`src/rtl/cpu_types_pkg.sv`:
```
// Shared CPU types: word width, RAM handshake states and the memory controller FSM states.
package cpu_types_pkg;

    typedef logic [31:0] word_t;

    typedef enum logic [1:0] {
        FREE   = 2'd0,
        BUSY   = 2'd1,
        ACCESS = 2'd2,
        ERROR  = 2'd3
    } ramstate_t;

    typedef enum logic [1:0] {
        IDLE = 2'd0,
        DACC = 2'd1,
        IACC = 2'd2
    } mc_state_t;

    localparam int WAIT_W = 8;

endpackage

```
`src/rtl/mem_timeout.sv`:
```
// Saturating wait counter: counts enabled cycles up to TIMEOUT and flags expiry while parked there.
module mem_timeout
    import cpu_types_pkg::*;
#(
    parameter int TIMEOUT = 255
) (
    input  logic clk_i,
    input  logic rst_ni,
    input  logic clr_i,
    input  logic en_i,
    output logic expired_o
);

    localparam logic [WAIT_W-1:0] LIMIT = WAIT_W'(TIMEOUT);

    logic [WAIT_W-1:0] count_q;
    logic [WAIT_W-1:0] count_d;

    always_comb begin
        count_d = count_q;
        if (clr_i) begin
            count_d = '0;
        end else if (en_i && (count_q != LIMIT)) begin
            count_d = count_q + 1'b1;
        end
    end

    always_ff @(posedge clk_i or negedge rst_ni) begin
        if (!rst_ni) begin
            count_q <= '0;
        end else begin
            count_q <= count_d;
        end
    end

    assign expired_o = (count_q == LIMIT);

endmodule

```
`src/rtl/memory_control.sv`:
```
// Arbitrates instruction fetches and data accesses onto a single-ported RAM, holding each
// request until ACCESS and returning registered load data with a one-cycle hit pulse.
module memory_control
    import cpu_types_pkg::*;
#(
    parameter int TIMEOUT = 255
) (
    input  logic      CLK,
    input  logic      nRST,
    input  logic      iREN,
    input  word_t     iaddr,
    input  logic      dREN,
    input  logic      dWEN,
    input  word_t     daddr,
    input  word_t     dstore,
    input  logic      halt,
    output logic      ihit,
    output word_t     iload,
    output logic      dhit,
    output word_t     dload,
    output logic      ramREN,
    output logic      ramWEN,
    output word_t     ramaddr,
    output word_t     ramstore,
    input  word_t     ramload,
    input  ramstate_t ramstate,
    output logic      mem_err
);

    mc_state_t state_q, state_d;
    word_t     addr_q, addr_d;
    word_t     store_q, store_d;
    word_t     iload_q, iload_d;
    word_t     dload_q, dload_d;
    logic      wr_q, wr_d;
    logic      ihit_q, ihit_d;
    logic      dhit_q, dhit_d;
    logic      err_q, err_d;

    logic      in_access;
    logic      done;
    logic      abort;
    logic      expired;

    assign in_access = (state_q != IDLE);
    assign done      = in_access && (ramstate == ACCESS);
    // A late ACCESS still wins over an expired counter.
    assign abort     = in_access && ((ramstate == ERROR) || (expired && (ramstate != ACCESS)));

    mem_timeout #(
        .TIMEOUT(TIMEOUT)
    ) u_timeout (
        .clk_i    (CLK),
        .rst_ni   (nRST),
        .clr_i    (!in_access),
        .en_i     (in_access),
        .expired_o(expired)
    );

    always_comb begin
        state_d = state_q;
        addr_d  = addr_q;
        store_d = store_q;
        wr_d    = wr_q;
        iload_d = iload_q;
        dload_d = dload_q;
        err_d   = err_q;
        ihit_d  = 1'b0;
        dhit_d  = 1'b0;

        case (state_q)
            IDLE: begin
                if (dREN || dWEN) begin
                    addr_d  = daddr;
                    store_d = dstore;
                    wr_d    = dWEN;
                    state_d = DACC;
                end else if (iREN && !halt) begin
                    addr_d  = iaddr;
                    wr_d    = 1'b0;
                    state_d = IACC;
                end
            end
            DACC: begin
                if (done) begin
                    dhit_d  = 1'b1;
                    if (!wr_q) begin
                        dload_d = ramload;
                    end
                    state_d = IDLE;
                end else if (abort) begin
                    err_d   = 1'b1;
                    state_d = IDLE;
                end
            end
            IACC: begin
                if (done) begin
                    ihit_d  = 1'b1;
                    iload_d = ramload;
                    state_d = IDLE;
                end else if (abort) begin
                    err_d   = 1'b1;
                    state_d = IDLE;
                end
            end
            default: begin
                state_d = IDLE;
            end
        endcase
    end

    always_ff @(posedge CLK or negedge nRST) begin
        if (!nRST) begin
            state_q <= IDLE;
            addr_q  <= '0;
            store_q <= '0;
            wr_q    <= 1'b0;
            iload_q <= '0;
            dload_q <= '0;
            ihit_q  <= 1'b0;
            dhit_q  <= 1'b0;
            err_q   <= 1'b0;
        end else begin
            state_q <= state_d;
            addr_q  <= addr_d;
            store_q <= store_d;
            wr_q    <= wr_d;
            iload_q <= iload_d;
            dload_q <= dload_d;
            ihit_q  <= ihit_d;
            dhit_q  <= dhit_d;
            err_q   <= err_d;
        end
    end

    // Strobes decode straight from state so an async reset drops them at once.
    assign ramREN   = (state_q == IACC) || ((state_q == DACC) && !wr_q);
    assign ramWEN   = (state_q == DACC) && wr_q;
    assign ramaddr  = in_access ? addr_q : '0;
    assign ramstore = store_q;

    assign ihit    = ihit_q;
    assign dhit    = dhit_q;
    assign iload   = iload_q;
    assign dload   = dload_q;
    assign mem_err = err_q;

endmodule
```
`config.mk`:
```
export PLATFORM = sky130hd
export DESIGN_NAME = memory_control
export DESIGN_NICKNAME = d
export VERILOG_FILES = /design/src/rtl/cpu_types_pkg.sv /design/src/rtl/mem_timeout.sv /design/src/rtl/memory_control.sv
export SDC_FILE = /design/constraint.sdc
export NUM_CORES = 1
export LEC_CHECK = 0
export ABC_CLOCK_PERIOD_IN_PS = 2200
export BUFFER_PORTS_ARGS = -buffer_cell sky130_fd_sc_hd__buf_2
export CAP_MARGIN = 20
export CORE_MARGIN = 1.5
export CORE_UTILIZATION = 48
export DETAILED_ROUTE_END_ITERATION = 8
export MAX_ROUTING_LAYER = met4
export PLACE_DENSITY = 0.81
export RECOVER_POWER = 50
export SYNTH_ARGS = -nofsm -noshare
export SYNTH_HDL_FRONTEND = slang
export SYNTH_HIERARCHICAL = 1
export SYNTH_SLANG_ARGS = --single-unit
```
`constraint.sdc`:
```
create_clock -name CLK -period 2.2 [get_ports CLK]
set_clock_uncertainty 0.1 [all_clocks]
set_input_delay 0.22 -clock CLK [delete_from_list [all_inputs] [get_ports CLK]]
set_output_delay 0.22 -clock CLK [all_outputs]
set_load 0.05 [all_outputs]
```
### Word level (Yosys, flattened, before mapping)

Index checks and enable logic that the tools add are counted.

* flip-flop bits (word level): 142
* word-level logic and storage cells: 60

* bitwise logic cells: 2
* add/sub/neg operators: 1
* equal/unequal tests: 10
* multiplexer cells: 15
* reduce and logical (&&, ||, !) cells: 22

Operators with widths (count)
* two-way mux 32 bit: 3
* two-way mux 8 bit: 2
* adder 8 x 1 -> 8 bit, second input constant: 1
* equality test 8 bit, second input constant: 1
* two-way mux 2 bit: 4
* inequality test 8 bit, second input constant: 1
* AND reduction 2 bit: 4
* logical AND 1 bit: 7
* equality test 2 bit, second input constant: 3
* AND reduction 3 bit: 2
* two-way mux 1 bit: 5
* one-hot mux 2 bit (2 select lines): 1
* nonzero test 2 bit: 2
* logical OR 1 bit: 3
* inequality test 3 x 1 -> 1 bit, second input constant: 1
* inequality test 3 bit, second input constant: 1
* equality test 2 x 1 -> 1 bit, second input constant: 1
* zero test 1 bit: 2
* zero test 2 bit: 1
* inequality test 2 x 1 -> 1 bit, second input constant: 1
* inequality test 2 bit, second input constant: 1
* inverter 1 bit: 2
* OR reduction 2 bit: 1

### Logic depth before layout (Yosys ltp)

* word-level depth: 7
* mapped depth: 7
* gate-level depth less buffers: 6

### Cells and area by module

The synthesis kept the hierarchy.

By module, submodules not included
* memory_control: area each 5759.3 um2, cells each 375, seq. area each 3353.2 um2, times used 1
* mem_timeout: area each 469.2 um2, cells each 47, seq. area each 200.2 um2, times used 1

### Worst setup path before layout

Ideal clock, no wire load.

* kind: reg-to-output
* start point: reg state_q[0]
* end point: out ramaddr[24]
* stages on the path, launching flop included: 6
* arrival: 1755 ps
* setup slack: 125 ps
* cells stage by stage: dfrtp_1 -> inv_1 -> ha_1 -> clkbuf_2 -> clkbuf_1 -> nor2b_1

* cells in the longest elaborated chain, start to end: 2

Ends and longest elaborated chain
* start, declared: RTL line memory_control.sv:30 `mc_state_t state_q, state_d;`
* start signal, assigned: RTL line memory_control.sv:124 `state_q <= state_d;`
* nonzero test 2 bit: RTL line memory_control.sv:45 `assign in_access = (state_q != IDLE);`
* two-way mux 32 bit: RTL line memory_control.sv:139 `assign ramaddr = in_access ? addr_q : '0;`
* end, declared: RTL line memory_control.sv:23 `output word_t ramaddr,`

Every way passes these cells.

### Worst setup path in the final report

* start point: reg state_q[0]
* end point: out ramaddr[0]

Same word-level chain as after synthesis.

==> impl_metrics.toml <==
[timing]
slew_violations = 0
whs_ns = 0.0532
setup_viol = 0
final_hold_viol_count = 0
max-slew-margin-rel_pct = 26.6
fin_crit_ns = 2.07
setup_ws_ns = 0.131
rsz0062_at_grt = "no"
fmax_mhz = 483
tightest_slew_ns = 1.10
fin_crit_sh_pct = 94.0
tns_ns = 0

[placement]
dpl.hpwl_um = 10600
io_buffers = 268
placed_cell_area_um2 = 7740
place_ws_ns = 0.157
place_congestion = 0.834
place_inst = 848

[yosys]
synth_cell_types = 42
async_flop_share_pct = 100
yosys.area_share.simple_pct = 6.81
synthFlopType = "dfrtp_1"
synth_area_per_cell_um2 = 14.8
synth-xor-area-share_pct = 0
synth_fp_nets = 562
synth_edf_count = 0
synth_cells = 422
synthesis.area_um2 = 6230
synth-compound-area-share_pct = 2.37
ys_warn_count = 6
synth_top_family_by_area = "multiplexers"
ys_seq_area_share_pct = 57.1
muxShareOfSynthArea_pct = 29.7
synthAdderAreaFrac_pct = 0.804
synth-seq-cells = 142

[route]
wire_per_inst_um = 17.2
drtIter0Drc = 257
dr_wl_met3_um = 1160
dr.pass1.iters = 4
wl_met2_um = 8310
vias = 4780
drc_errors = 0
drt-met1-wl_um = 6420
drtAntennaViolNets = 0
vias_per_cell = 5.05
wl_um = 16300
highest_layer = "met4"

[global_route]
grt_pass1_wl_um = 24100
grtUsageTotal_pct = 24.0
grt_start_max_net_pins = 62
antenna_found_initial = 1
grt_overflow = 0
grt_pass1_vias = 4954

[cells_and_area]
fin_cells = 947
fin_util_pct = 71.0
fin_area_um2 = 8950
area_growth_pct = 43.8
nNetsFinal = 901
layout-drive-gt1-share_pct = 53.4

[cts]
post_cts_buffers = 0
cts_max_level = 4
cts_root_buffer = "clkbuf_16"
cts-buffers-inserted = 17
cts_tree = "done"
clock_sinks = 142
worst_skew_pair.late_latency_ns = 0.41
cts_buffer_depth = 2
clkTransAtPathRegs_ns = 0.06

[setup_path]
slowest_delay_ns = 0.40
critPathMaxFanout = 25
cp.required_ns = 1.88
crit_start = "state_q[0]"
reg2reg_from = "state_q[0]"
startpoint_type = "register"
path_cells = "inv_1 -> ha_4 -> buf_12 -> and2b_1 -> buf_2"
cp_slowest_cell = "dfrtp_1"
cp_top_family = "buffers and inverters"
crit_buf_inv = 3
crit_path_end_kind = "output port"
crit_type = "register to output port"
cp.arrival_ns = 1.75

[floorplan]
dieArea_um2 = 13700
coreArea_um2 = 12600
fp.dieH_um = 117
io_pins = 269
rows = 41
initial_core_util_pct = 49.4
fp.dieW_um = 117

[outcome]
outcome = "complete, no violations"

[worst_hold_path]
worstHoldStart = "iaddr[3]"
worstHoldPathType = "input port to register"

[power]
power_leakage_nw = 4.29
finalPower_mw = 14.8
ir_drop_mv = 0.897
cellPowerDensity_nw_per_um2 = 1650

[flow_run]
cap_viol_max_count = 0
timing repair:
action / CTS / global route
resized for setup: 1 / 1
hold buffers: 65 / 0
setup endpoints to repair: 2 / 2
cloned: 0 / 1
hold endpoints to repair: 149 / 0
cell type report:
| cell class | instances | area [um^2] |
|---|---|---|
| clock buffers | 20 | 457 |
| repair buffers | 341 | 2050 |
| well taps | 172 | 215 |
| clock inverters | 12 | 159 |
| inverters | 5 | 18.8 |
| diodes | 1 | 2.50 |
| fillers | 864 | 3660 |
| multi-input cells | 254 | 2490 |
| flip-flops and latches | 142 | 3550 |
worst reg2reg max path: cells and delay by family (launching register included):
family | cells | cell delay (ns)
fa+ha+maj | 1 | 0.21
buf+inv | 2 | 0.33
flops | 1 | 0.38
mux | 1 | 0.40
simple gates | 2 | 0.45
placed cells by master, fill, tap and decap left out, types with 3 or more instances in the layout:
cell type,synthesis,final
inv_1,5,5
nand2_1,4,4
nor2b_1,32,32
inv_6,0,3
clkbuf_1,4,66
buf_2,0,202
mux2_2,159,159
ha_1,4,3
clkbuf_16,0,18
buf_12,0,5
a211oi_1,4,4
bufinv_16,0,3
and2_1,3,3
dlygate4sd3_1,0,65
nand2b_1,4,4
a21oi_1,3,3
nand4_1,4,4
dfrtp_1,142,142
nand3_1,3,3
mux2_1,3,3
Yosys cell counts, types with 3 or more instances:
| master | n | area share [%] |
|---|---|---|
| a211oi_1 | 4 | 0.48 |
| a21oi_1 | 3 | 0.24 |
| and2_1 | 3 | 0.30 |
| buf_4 | 4 | 0.48 |
| buf_6 | 12 | 2.2 |
| clkbuf_1 | 4 | 0.24 |
| dfrtp_1 | 142 | 57 |
| ha_1 | 4 | 0.80 |
| inv_1 | 5 | 0.30 |
| mux2_1 | 3 | 0.54 |
| mux2_2 | 159 | 29 |
| nand2_1 | 4 | 0.24 |
| nand2b_1 | 4 | 0.40 |
| nand3_1 | 3 | 0.24 |
| nand4_1 | 4 | 0.40 |
| nor2b_1 | 32 | 3.2 |
state kept, by name, indices dropped and copies added (netlist names):
register           count
addr_q                32
dload                 32
iload                 32
ramstore              32
u_timeout/count_q      8
state_q                2
dhit                   1
ihit                   1
mem_err                1
wr_q                   1
worst paths after layout:
| kind | end | slack (ns) | depth (start not counted) |
|---|---|---|---|
| max | ramaddr[0] | 0.13 | 5 |
| min | addr_q[3] | 0.05 | 3 |
| max reg2reg | iload[29] | 0.21 | 6 |
| min reg2reg | addr_q[4] | 0.39 | 1 |
| max in group asynchronous | iload[26] | 0.44 | 3 |
| min in group asynchronous | dload[13] | 0.46 | 2 |
power by group:
| part | total, mW | switching [mW] | internal, mW | leakage (nW) |
|---|---|---|---|---|
| combinational | 7.53 | 5.39 | 2.14 | 2.22 |
| sequential | 4.30 | 0.588 | 3.71 | 1.77 |
| clock | 2.97 | 1.11 | 1.85 | 0.297 |
| total | 14.8 | 7.09 | 7.70 | 4.29 |
per-layer routing:
layer | vias up | track usage, %
met1 | 2342 | 26.2
met2 | 211 | 41.2
met5 | - | -
met4 | 0 | 10.4
met3 | 38 | 6.69
li1 | 2189 | -
cells by family (layout without fill, tap and decap cells):
| logic type | after synthesis | after routing |
|---|---|---|
| muxes | 164 | 164 |
| DFF | 142 | 142 |
| and+or+nand+nor | 66 | 66 |
| buffers and inverters | 26 | 378 |
| AOI/OAI and AO/OA | 20 | 20 |
| adders and majority gates | 4 | 4 |
| other | 0 | 1 |
Power figures use the tool's default switching activity.
